===== config.mk =====
export PLATFORM = sky130hd
export DESIGN_NAME = uart_rx_fifo
export DESIGN_NICKNAME = d
export VERILOG_FILES = /design/src/rtl/uart_rx_fifo.sv
export SDC_FILE = /design/constraint.sdc
export NUM_CORES = 1
export LEC_CHECK = 0
export ABC_AREA = 1
export CORE_MARGIN = 4
export CORE_UTILIZATION = 59
export DETAILED_ROUTE_END_ITERATION = 10
export PLACE_DENSITY = 0.78
export SLEW_MARGIN = 20
export SYNTH_ARGS = -nofsm -noshare
export SYNTH_HDL_FRONTEND = slang
export SYNTH_SLANG_ARGS = --single-unit

===== constraint.sdc =====
create_clock -name UART_CLK -period 2.6 [get_ports UART_CLK]
set_input_delay 0.52 -clock UART_CLK [delete_from_list [all_inputs] [get_ports UART_CLK]]
set_output_delay 0.52 -clock UART_CLK [all_outputs]
set_load 0.05 [all_outputs]

===== src/rtl/uart_rx_fifo.sv =====
// UART receive byte FIFO: show-ahead pop, occupancy flags, sticky overrun.
// Define UART_RX_FIFO_IRQ_EN to add the registered level interrupt output irq.
module uart_rx_fifo #(
  parameter int DATA_W    = 8,
  parameter int DEPTH     = 16,
  parameter int ADDR_W    = 4,
  parameter int IRQ_LEVEL = 1
) (
  input  logic              UART_CLK,
  input  logic              reset,
  input  logic [DATA_W-1:0] rx_data,
  input  logic              rx_ready,
  input  logic              rd_en,
  output logic [DATA_W-1:0] rd_data,
  output logic              empty,
  output logic              full,
  output logic [ADDR_W:0]   count,
  output logic              overrun,
`ifdef UART_RX_FIFO_IRQ_EN
  input  logic              ovr_clr,
  output logic              irq
`else
  input  logic              ovr_clr
`endif
);

  localparam logic [ADDR_W:0] LP_FULL = (ADDR_W+1)'(DEPTH);

  // Elaboration guard on the geometry and the irq threshold.
  if (DEPTH != (1 << ADDR_W) || DEPTH < 2 ||
      IRQ_LEVEL < 1 || IRQ_LEVEL > DEPTH) begin : g_bad_cfg
    $error("uart_rx_fifo: bad DEPTH/ADDR_W/IRQ_LEVEL");
  end

  logic [DATA_W-1:0] r_mem [DEPTH];
  logic [ADDR_W-1:0] r_wr_ptr;
  logic [ADDR_W-1:0] r_rd_ptr;
  logic [ADDR_W:0]   r_count;
  logic              r_ovr;

  logic              w_pop;
  logic              w_push;
  logic              w_drop;
  logic [ADDR_W:0]   w_count_nxt;
  logic              w_ovr_nxt;

  // A full FIFO still accepts a push when a pop frees the head slot.
  assign w_pop  = rd_en && (r_count != '0);
  assign w_push = rx_ready && ((r_count != LP_FULL) || w_pop);
  assign w_drop = rx_ready && (r_count == LP_FULL) && !w_pop;

  assign w_count_nxt = r_count
                     + (ADDR_W+1)'(w_push)
                     - (ADDR_W+1)'(w_pop);
  assign w_ovr_nxt   = w_drop || (r_ovr && !ovr_clr);

  always_ff @(posedge UART_CLK) begin
    if (!reset) begin
      r_wr_ptr <= '0;
      r_rd_ptr <= '0;
      r_count  <= '0;
      r_ovr    <= 1'b0;
    end else begin
      if (w_push) r_wr_ptr <= r_wr_ptr + 1'b1;
      if (w_pop)  r_rd_ptr <= r_rd_ptr + 1'b1;
      r_count <= w_count_nxt;
      r_ovr   <= w_ovr_nxt;
    end
  end

  always_ff @(posedge UART_CLK) begin
    if (reset && w_push) r_mem[r_wr_ptr] <= rx_data;
  end

`ifdef UART_RX_FIFO_IRQ_EN
  localparam logic [ADDR_W:0] LP_IRQ = (ADDR_W+1)'(IRQ_LEVEL);

  logic r_irq;

  always_ff @(posedge UART_CLK) begin
    if (!reset) r_irq <= 1'b0;
    else        r_irq <= (w_count_nxt >= LP_IRQ) || w_ovr_nxt;
  end

  assign irq = r_irq;
`endif

  assign rd_data = r_mem[r_rd_ptr];
  assign empty   = (r_count == '0);
  assign full    = (r_count == LP_FULL);
  assign count   = r_count;
  assign overrun = r_ovr;

endmodule


==> impl_metrics.env <==
export IMPL_synth_xor_area_share_pct=0.5380
export IMPL_finalHoldViolations=0
export IMPL_start_kind="flop"
export IMPL_drive_gt1_share_pct=10.88
export IMPL_syn_nets=684
export IMPL_antenna_cells=0
export IMPL_place_ws_ns=0.01719
export IMPL_cts_tree="done"
export IMPL_power_w=0.007632
export IMPL_numCtsBuffers=17
export IMPL_synth_top_family_by_area="simple AND/OR/NAND/NOR gates"
export IMPL_syn_inst=660
export IMPL_period_needed_ns=2.547
export IMPL_fillers=717
export IMPL_syn_avg_cell_area_sq_um=9.866
export IMPL_hold_buffers=0
export IMPL_netlist_top_cells_area="edfxtp_1 59%, nand2_1 12%, nand3_1 7.9%"
export IMPL_gp_congestion=0.8201
export IMPL_track_usage_pct=24.39
export IMPL_num_io_pins=29
export IMPL_die_area_sq_um=12780
export IMPL_clock_sinks=146
export IMPL_yosysUniqueCellTypes=24
export IMPL_arrival_ns=2.03
export IMPL_ys_ff_latch=146
export IMPL_via_count=4686
export IMPL_synth_edf_count=128
export IMPL_drc_errors=0
export IMPL_start_util_pct=60.06
export IMPL_yosysMostFrequentCell="nand2_1"
export IMPL_grt_overflow=0
export IMPL_worstMarginPinSlew_ns=0.7695
export IMPL_fp_dieH_microns=113.1
export IMPL_grt_max_degree=65
export IMPL_pwr_density_cell_nw_per_um2=978.2
export IMPL_synth_mux_area_share_pct=0
export IMPL_syn_area_sq_um=6511
export IMPL_core_area_sq_um=10840
export IMPL_clk_path_buf_depth=2
export IMPL_required_ns=2.08
export IMPL_cts_root_buffer="clkbuf_8"
export IMPL_layout_nets=737
export IMPL_synth_compound_area_share_pct=0.7686
export IMPL_yosysTopAreaCellShare_pct=59.03
export IMPL_p_leak_nw=3.412
export IMPL_ys_flop_type="edfxtp_1"
export IMPL_hp_class="reg -> reg"
export IMPL_path_class="reg -> out"
export IMPL_clk_pin_slew_ns=0.06
export IMPL_die_w_microns=113.1
export IMPL_fin_ws_ns=0.05289
export IMPL_row_count=38
export IMPL_wire_per_inst_microns=17.33
export IMPL_totalWireLength_microns=15000
export IMPL_clock_skew_ns=0.008544
export IMPL_cp_max_fo=16
export IMPL_place_hpwl_microns=9293
export IMPL_area_growth_pct=19.83
export IMPL_first_global_vias=4690
export IMPL_cts_htree_levels=4
export IMPL_ant_nets=0
export IMPL_grt_pass1_wl_microns=23520
export IMPL_slew_viol_final=0
export IMPL_status="finished clean"
export IMPL_drt_pass1_iter_count=5
export IMPL_finalSetupViolCount=0
export IMPL_end_kind="primary output"
export IMPL_synth_top_area_cell="edfxtp_1"
export IMPL_finalCritPeriodShare_pct=97.97
export IMPL_vias_per_cell=5.411
export IMPL_clk_latency_ns=0.53
export IMPL_ys_seq_area_share_pct=64.57
export IMPL_ys_warn_count=0
export IMPL_ys_top_cells_by_count="200 x nand2_1, 128 x edfxtp_1, 118 x inv_1"
export IMPL_holdWs_ns=0.4762
export IMPL_portBuffers=28
export IMPL_max_slew_margin_pct=48.54
export IMPL_peakVddDrop_uv=723.7
export IMPL_drtIter0Drc=460
export IMPL_async_reset_ff_share_pct=0
export IMPL_antenna_found_initial=0
export IMPL_synth_simple_area_share_pct=22.08
export IMPL_cap_violations=0
export IMPL_yosys_area_share_adder_pct=2.229
export IMPL_fmax_mhz=392.6
[timing repair]
item,in CTS,in global routing
buffers inserted,0,1
gates resized for setup,4,6
cloned,0,1
setup endpoints to repair,10,8
[power by group]
group | switching [W] | leakage, nW | internal [W] | total [W]
Clock | 0.000937 | 0.298 | 0.00165 | 0.00259
Combinational | 0.00149 | 1.81 | 0.000821 | 0.00231
Sequential | 0.0000948 | 1.30 | 0.00264 | 0.00274
Total | 0.00252 | 3.41 | 0.00511 | 0.00763
[stage by stage]
step | instances | instance area [sq um] | util, % | setup TNS [ns]
finish | 866 | 7802 | 71.98 | 0
global route | 866 | 7802 | 71.98 | -0.02081
CTS | 864 | 7746 | 71.46 | 0
detailed placement | 832 | 7113 | 65.62 | 0
global placement | 832 | 7113 | 65.62 | 0
floorplan | 660 | 6511 | - | 0
[state kept, by name, indices dropped and copies added, names as in the netlist, named ones only]
| name | count |
|---|---|
| count | 5 |
| overrun | 1 |
| r_mem | 128 |
| r_rd_ptr | 4 |
| r_wr_ptr | 4 |
[cells by family (layout without fill, tap and decap cells)]
logic type / count (synthesis) / in the layout
AO/OA/AOI/OAI: 10 / 10
XOR/XNOR: 4 / 4
adder cells (fa/ha/maj): 11 / 11
buffers and inverters: 147 / 213
flip-flops: 146 / 146
AND/OR/NAND/NOR: 342 / 342
[worst paths after layout]
kind | slack [ns] | cells after the start | from | end
setup / recovery | 0.05 | 5 | flop | rd_data[4]
hold / removal | 0.48 | 2 | overrun$_SDFF_PN0_ | overrun$_SDFF_PN0_
hold reg to reg | 0.48 | 2 | overrun$_SDFF_PN0_ | overrun$_SDFF_PN0_
setup reg to reg | 0.25 | 17 | count[2]$_SDFF_PN0_ | count[4]$_SDFF_PN0_
[cells in the final DEF (no fill, tap or decap), drive strengths merged, types with 5 or more instances in the layout]
| cell | netlist | final |
|---|---|---|
| clkdlybuf4s50 | 0 | 18 |
| edfxtp | 128 | 128 |
| ha | 10 | 10 |
| nand2 | 202 | 202 |
| buf | 24 | 39 |
| nand3 | 103 | 103 |
| dfxtp | 18 | 18 |
| nor2 | 34 | 34 |
| clkbuf | 2 | 19 |
| bufinv | 0 | 5 |
| clkinv | 0 | 7 |
| a21oi | 8 | 8 |
| inv | 121 | 120 |
[layout make-up]
cell class / count / area [sq um] / area share, %
Sequential cell: 146 / 4208 / 53.93
Multi-Input combinational cell: 367 / 1668 / 21.38
Timing Repair Buffer: 60 / 651.9 / 8.355
Inverter: 121 / 469.2 / 6.013
Clock buffer: 18 / 417.9 / 5.356
Clock inverter: 14 / 212.7 / 2.726
Tap cell: 140 / 175.2 / 2.245
[worst max-delay path, cell delays in order (launching register included)]
cell and delay [ns]:
dfxtp_1 0.32, inv_1 0.45, nand3_1 0.24, nand3_1 0.18, nand2_1 0.13, buf_12 0.17
[routing by layer]
layer	GRT usage (%)	share of wire (%)	up-vias
li1	-	-	2216
met1	30.07	39	2200
met2	41.27	51	235
met3	5.241	7.3	35
met4	11.30	2.3	0
met5	0	0	-
Power figures use the tool's default switching activity.
